$ cat src/rtl/shift_ctl_if.sv
// Command/status and slice-control bundle between a host and shift_ctl.
// The slave side is the controller; the master side drives commands and slice taps.
interface shift_ctl_if;
    logic       req;
    logic [2:0] cmd;
    logic [5:0] count;
    logic       fill;
    logic       abort;
    logic       head_q;
    logic       tail_q;
    logic       ack;
    logic       busy;
    logic       done;
    logic       aborted;
    logic       err;
    logic       op2;
    logic       op1;
    logic       shft0in;
    logic       shft3in;

    modport master (
        output req, cmd, count, fill, abort, head_q, tail_q,
        input  ack, busy, done, aborted, err, op2, op1, shft0in, shft3in
    );

    modport slave (
        input  req, cmd, count, fill, abort, head_q, tail_q,
        output ack, busy, done, aborted, err, op2, op1, shft0in, shft3in
    );
endinterface

$ cat src/rtl/shift_ctl.sv
// Sequencer for a chain of four-bit universal shift-register slices.
// Turns load/shift/rotate commands into per-cycle slice modes.
module shift_ctl (
    input  logic       clk,
    input  logic       reset,
    shift_ctl_if.slave bus
);
    typedef enum logic [1:0] {IDLE, RUN, FIN} state_t;

    localparam logic [2:0] C_LOAD = 3'b000;
    localparam logic [2:0] C_SHL  = 3'b001;
    localparam logic [2:0] C_SHR  = 3'b010;
    localparam logic [2:0] C_ROTL = 3'b011;
    localparam logic [2:0] C_ROTR = 3'b100;

    localparam logic [1:0] OP_LOAD = 2'b00;
    localparam logic [1:0] OP_SHR  = 2'b01;
    localparam logic [1:0] OP_SHL  = 2'b10;
    localparam logic [1:0] OP_HOLD = 2'b11;

    state_t     st, st_n;
    logic [1:0] op_q, op_n;
    logic       busy_q;
    logic [5:0] rem_q, rem_n;
    logic [2:0] cmd_q, cmd_n;
    logic       fill_q, fill_n;
    logic       ill_q, ill_n;
    logic       abt_q, abt_n;

    always_ff @(posedge clk) begin
        if (reset) begin
            st     <= IDLE;
            op_q   <= OP_HOLD;
            busy_q <= 1'b0;
            rem_q  <= 6'd0;
            cmd_q  <= C_LOAD;
            fill_q <= 1'b0;
            ill_q  <= 1'b0;
            abt_q  <= 1'b0;
        end else begin
            st     <= st_n;
            op_q   <= op_n;
            busy_q <= (st_n != IDLE);
            rem_q  <= rem_n;
            cmd_q  <= cmd_n;
            fill_q <= fill_n;
            ill_q  <= ill_n;
            abt_q  <= abt_n;
        end
    end

    always_comb begin
        st_n   = st;
        op_n   = OP_HOLD;
        rem_n  = rem_q;
        cmd_n  = cmd_q;
        fill_n = fill_q;
        ill_n  = ill_q;
        abt_n  = abt_q;
        unique case (st)
            IDLE: begin
                if (bus.req) begin
                    cmd_n  = bus.cmd;
                    fill_n = bus.fill;
                    ill_n  = (bus.cmd > C_ROTR);
                    abt_n  = 1'b0;
                    if (bus.cmd > C_ROTR) begin
                        rem_n = 6'd0;
                        st_n  = FIN;
                    end else if (bus.cmd == C_LOAD) begin
                        rem_n = 6'd1;
                        op_n  = OP_LOAD;
                        st_n  = RUN;
                    end else if (bus.count == 6'd0) begin
                        rem_n = 6'd0;
                        st_n  = FIN;
                    end else begin
                        rem_n = bus.count;
                        st_n  = RUN;
                        if (bus.cmd == C_SHL || bus.cmd == C_ROTL)
                            op_n = OP_SHL;
                        else
                            op_n = OP_SHR;
                    end
                end
            end
            RUN: begin
                // the op presented this cycle is applied at the coming edge
                rem_n = (rem_q != 6'd0) ? rem_q - 6'd1 : 6'd0;
                if (bus.abort) begin
                    st_n  = FIN;
                    abt_n = 1'b1;
                end else if (rem_q <= 6'd1) begin
                    st_n = FIN;
                end else begin
                    op_n = op_q;
                end
            end
            FIN: st_n = IDLE;
            default: st_n = IDLE;
        endcase
    end

    assign bus.ack     = bus.req & (st == IDLE) & ~reset;
    assign bus.busy    = busy_q;
    assign bus.done    = (st == FIN) & ~abt_q & ~reset;
    assign bus.aborted = (st == FIN) & abt_q & ~reset;
    assign bus.err     = (st == FIN) & ill_q & ~reset;
    assign bus.op2     = op_q[1];
    assign bus.op1     = op_q[0];

    assign bus.shft0in = (cmd_q == C_SHL)  ? fill_q :
                         (cmd_q == C_ROTL) ? bus.tail_q : 1'b0;
    assign bus.shft3in = (cmd_q == C_SHR)  ? fill_q :
                         (cmd_q == C_ROTR) ? bus.head_q : 1'b0;
endmodule

$ cat src/flat_wrapper.sv
// flat-port wrapper written by rule: the top's interface ports become plain ports
module shift_ctl_flat 
  (clk, reset, bus_req, bus_cmd, bus_count, bus_fill, bus_abort, bus_head_q, bus_tail_q, bus_ack, bus_busy, bus_done, bus_aborted, bus_err, bus_op2, bus_op1, bus_shft0in, bus_shft3in);
  shift_ctl_if bus_i ();
  input  logic clk;
  input  logic reset;
  input wire logic [$bits(bus_i.req)-1:0] bus_req;
  input wire logic [$bits(bus_i.cmd)-1:0] bus_cmd;
  input wire logic [$bits(bus_i.count)-1:0] bus_count;
  input wire logic [$bits(bus_i.fill)-1:0] bus_fill;
  input wire logic [$bits(bus_i.abort)-1:0] bus_abort;
  input wire logic [$bits(bus_i.head_q)-1:0] bus_head_q;
  input wire logic [$bits(bus_i.tail_q)-1:0] bus_tail_q;
  output wire logic [$bits(bus_i.ack)-1:0] bus_ack;
  output wire logic [$bits(bus_i.busy)-1:0] bus_busy;
  output wire logic [$bits(bus_i.done)-1:0] bus_done;
  output wire logic [$bits(bus_i.aborted)-1:0] bus_aborted;
  output wire logic [$bits(bus_i.err)-1:0] bus_err;
  output wire logic [$bits(bus_i.op2)-1:0] bus_op2;
  output wire logic [$bits(bus_i.op1)-1:0] bus_op1;
  output wire logic [$bits(bus_i.shft0in)-1:0] bus_shft0in;
  output wire logic [$bits(bus_i.shft3in)-1:0] bus_shft3in;
  assign bus_i.req = bus_req;
  assign bus_i.cmd = bus_cmd;
  assign bus_i.count = bus_count;
  assign bus_i.fill = bus_fill;
  assign bus_i.abort = bus_abort;
  assign bus_i.head_q = bus_head_q;
  assign bus_i.tail_q = bus_tail_q;
  assign bus_ack = bus_i.ack;
  assign bus_busy = bus_i.busy;
  assign bus_done = bus_i.done;
  assign bus_aborted = bus_i.aborted;
  assign bus_err = bus_i.err;
  assign bus_op2 = bus_i.op2;
  assign bus_op1 = bus_i.op1;
  assign bus_shft0in = bus_i.shft0in;
  assign bus_shft3in = bus_i.shft3in;
  shift_ctl u_core (.clk(clk), .reset(reset), .bus(bus_i));
endmodule
$ cat config.mk
export PLATFORM = sky130hd
export DESIGN_NAME = shift_ctl_flat
export DESIGN_NICKNAME = d
export VERILOG_FILES = /design/src/rtl/shift_ctl_if.sv /design/src/rtl/shift_ctl.sv /design/src/flat_wrapper.sv
export SDC_FILE = /design/constraint.sdc
export NUM_CORES = 1
export LEC_CHECK = 0
export ABC_AREA = 1
export CORE_MARGIN = 2
export CORE_UTILIZATION = 52
export DETAILED_ROUTE_END_ITERATION = 12
export GPL_TIMING_DRIVEN = 0
export PLACE_DENSITY = 0.83
export SLEW_MARGIN = 20
export SYNTH_ARGS = -nofsm -noshare
export SYNTH_HDL_FRONTEND = slang
export SYNTH_SLANG_ARGS = --single-unit
$ cat constraint.sdc
create_clock -name clk -period 1.9 [get_ports clk]
set_input_delay 0.38 -clock clk [delete_from_list [all_inputs] [get_ports clk]]
set_output_delay 0.38 -clock clk [all_outputs]
set_load 0.02 [all_outputs]
==> flow_metrics.env <==
export IMPL_status="completed"
export IMPL_drc=0
export IMPL_hold_buffers=0
export IMPL_synthCells=164
export IMPL_gr_usage_met2=0.372
export IMPL_clk_latency_ps=300
export IMPL_slew_violations=0
export IMPL_num_fill_cells=189
export IMPL_antenna_left=0
export IMPL_max_slew_margin_rel=0.778
export IMPL_vias=1145
export IMPL_max_freq_mhz=547
export IMPL_drt_iter0_markers=27
export IMPL_finClkSkew_ps=7.46
export IMPL_hold_end="u_core.st[1]"
export IMPL_hold_viol_final=0
export IMPL_p_switching_uw=328
export IMPL_ir_drop_v=0.000486
export IMPL_diodes=0
export IMPL_synthAdderAreaFrac=0.0360
export IMPL_hp_class="input port to flip-flop"
export IMPL_rr_worst_depth=6
export IMPL_drive_gt1_frac=0.108
export IMPL_cts_tree="done"
export IMPL_p_leak_nw=0.669
export IMPL_top_usage_layer="met2"
export IMPL_placed_cells=214
export IMPL_cp_max_fo=7
export IMPL_start_kind="input port"
export IMPL_drv_cap=0
export IMPL_clock_sinks=17
export IMPL_met1_usage=0.289
export IMPL_ioPinCount=25
export IMPL_r2r_end="u_core.op_q[1]"
export IMPL_cts_buffers=3
export IMPL_grt_overflow_total=0
export IMPL_routed_wirelength_um=2470
export IMPL_min_period_ps=1830
export IMPL_synthSimpleGateAreaFrac=0.396
export IMPL_power_frac_comb=0.329
export IMPL_reg2reg_slack_ps=360
export IMPL_grt_max_degree=11
export IMPL_syn2layout_area_growth_pct=29.1
export IMPL_synth_compound_area_share=0.125
export IMPL_die_area_um2=2380
export IMPL_grt_antenna_before_repair=0
export IMPL_die_y_um=48.8
export IMPL_path_class="input port to output port"
export IMPL_endpoint_kind="output port"
export IMPL_period_share=0.962
export IMPL_syn_area_um2=1040
export IMPL_r2r_start="u_core.rem_q[0]"
export IMPL_wire_per_inst_um=11.2
export IMPL_tightestPinTransition_ps=331
export IMPL_grt_use_met3=0.0307
export IMPL_swShare=0.354
export IMPL_ys_warn_count=0
export IMPL_required_ps=1520
export IMPL_power_uw=928
export IMPL_hp_start="reset"
export IMPL_synth_top_family_by_area="simple AND/OR/NAND/NOR gates"
export IMPL_min_path_cells=2
export IMPL_synth_xor_area_share=0.00839
export IMPL_grt_pass1_vias=1027
export IMPL_vias_per_cell=5.18
export IMPL_grt_pass1_wl_um=4240
export IMPL_dp_hpwl_um=1940
export IMPL_synth_yosys_seq_area_share=0.326
export IMPL_dpl_instance_area_um2=1310
export IMPL_grt_usage=0.224
export IMPL_nNetsFinal=214
export IMPL_clockRootBuffer="clkbuf_4"
export IMPL_yosysUniqueCellTypes=22
export IMPL_portBuffers=23
export IMPL_first_pass_iters=4
export IMPL_yosys_register_bits=17
export IMPL_clk_pin_slew_worst_paths_ps=110
export IMPL_synth_avg_cell_area_um2=6.36
export IMPL_die_width_um=48.8
export IMPL_seqPwrFrac=0.455
export IMPL_synth_fp_nets=183
export IMPL_htree_levels=1
export IMPL_coreArea_um2=1920
export IMPL_synth_mux_area_fraction=0
export IMPL_fin_util=0.701
export IMPL_cp_arrival_ps=1450
export IMPL_stdcell_count=221
export IMPL_setup_violations=0
export IMPL_initial_utilization=0.543
export IMPL_final_area_um2=1350
export IMPL_fin_tns_setup_ps=0
export IMPL_clock_path_buffers=2
export IMPL_internal_power_uw=600
export IMPL_power_frac_clock=0.216
export IMPL_place_congestion=0.817
export IMPL_rows=16
export IMPL_p_per_area_nw_per_um2=689
-- how the worst max path moves through the flow --
| stage | startpoint | endpoint | slack, ps | cells past startpoint |
|---|---|---|---|---|
| 6_report | bus_req | bus_ack | 70 | 6 |
| 5_1_grt | bus_req | bus_ack | -1 | 6 |
| 4_1_cts | bus_req | bus_ack | -80 | 6 |
| 3_5_place_dp | bus_req | bus_ack | -420 | 6 |
| 3_3_place_gp | bus_req | bus_ack | -400 | 6 |
| 2_1_floorplan | u_core.st[1] | bus_ack | 500 | 5 |
-- worst max-delay path: stages --
cell	delay, ps
clkdlybuf4s50_1	470
nand2_2	90
nor2_4	160
inv_2	90
nor2_1	80
buf_2	160
-- state kept, by name, indices dropped and copies added (netlist names) --
register	cells
u_core.abt_q	1
u_core.ill_q	1
u_core.fill_q	1
u_core.op_q	2
u_core.cmd_q	3
u_core.st	2
u_core.bus.busy	1
u_core.rem_q	6
-- cell usage after synthesis, drive strengths merged --
library cell  count  share of area
inv              23          0.083
a21oi             9          0.043
nand4             3          0.018
nor2             35           0.15
a211oi            1         0.0072
o21ai            14          0.067
o211ai            1         0.0072
nor3              1         0.0048
xor2              1         0.0084
nand3            17          0.082
ha                3          0.036
dfxtp            17           0.33
nand3b            1         0.0072
nand2            35           0.13
buf               3          0.026
-- power groups by stage --
stage / registers [mW] / logic, mW / clock network, mW
floorplan: 0.427 / 0.200 / 0
global placement: 0.427 / 0.287 / 0
detailed placement: 0.429 / 0.298 / 0
CTS: 0.421 / 0.296 / 0.208
global route: 0.426 / 0.348 / 0.224
finish: 0.422 / 0.306 / 0.200
-- what timing repair did --
| item | 4_1_cts | 5_1_grt |
|---|---|---|
| pin swaps | 0 | 1 |
| endpoints found under the hold margin | 0 | 0 |
| setup buffers | 0 | 3 |
| setup endpoints to repair | 6 | 1 |
| gates resized for setup | 9 | 1 |
-- layout by cell type, fill, tap and decap left out, types with 2 or more instances in the layout --
| cell type | count |
|---|---|
| a21oi_1 | 9 |
| buf_2 | 2 |
| buf_4 | 3 |
| buf_6 | 2 |
| clkbuf_4 | 3 |
| clkdlybuf4s50_1 | 17 |
| dfxtp_1 | 16 |
| dlygate4sd2_1 | 5 |
| ha_1 | 3 |
| inv_1 | 20 |
| inv_2 | 3 |
| nand2_1 | 32 |
| nand2_2 | 3 |
| nand3_1 | 17 |
| nand4_1 | 3 |
| nor2_1 | 32 |
| o21ai_0 | 13 |
-- layout make-up --
cell class / instances / area [um^2] / area share
well taps: 27 / 33.8 / 0.0251
multi-input cells: 121 / 589 / 0.437
clock inverters: 1 / 5.00 / 0.00371
clock buffers: 3 / 22.5 / 0.0167
plain buffers: 3 / 27.5 / 0.0204
flip-flops and latches: 17 / 342 / 0.253
inverters: 23 / 86.3 / 0.0641
repair buffers: 26 / 241 / 0.179
-- stage by stage --
step | hold WS [ps] | setup slack [ps]
6_report | 269 | 71.3
3_3_place_gp | 454 | -398
5_1_grt | 271 | -1.21
3_5_place_dp | 456 | -417
4_1_cts | 260 | -82.4
2_1_floorplan | 439 | 499
-- metal layers --
metal  vias to the layer above  part of all wire  wire (um)
li1                        585                 -          -
met1                       513              0.43       1060
met2                        42              0.49       1210
met3                         5             0.066        163
met4                         0             0.018         45
met5                         -                 0          0
-- cell families (layout without fill, tap and decap cells) --
kind of cell / count (synthesis) / count (layout)
adder cells (fa/ha/maj): 3 / 3
XOR/XNOR: 1 / 1
buffers and inverters: 26 / 56
AO/OA/AOI/OAI: 25 / 25
flip-flops: 17 / 17
AND/OR/NAND/NOR: 92 / 92
(Power assumes the default switching activity.)
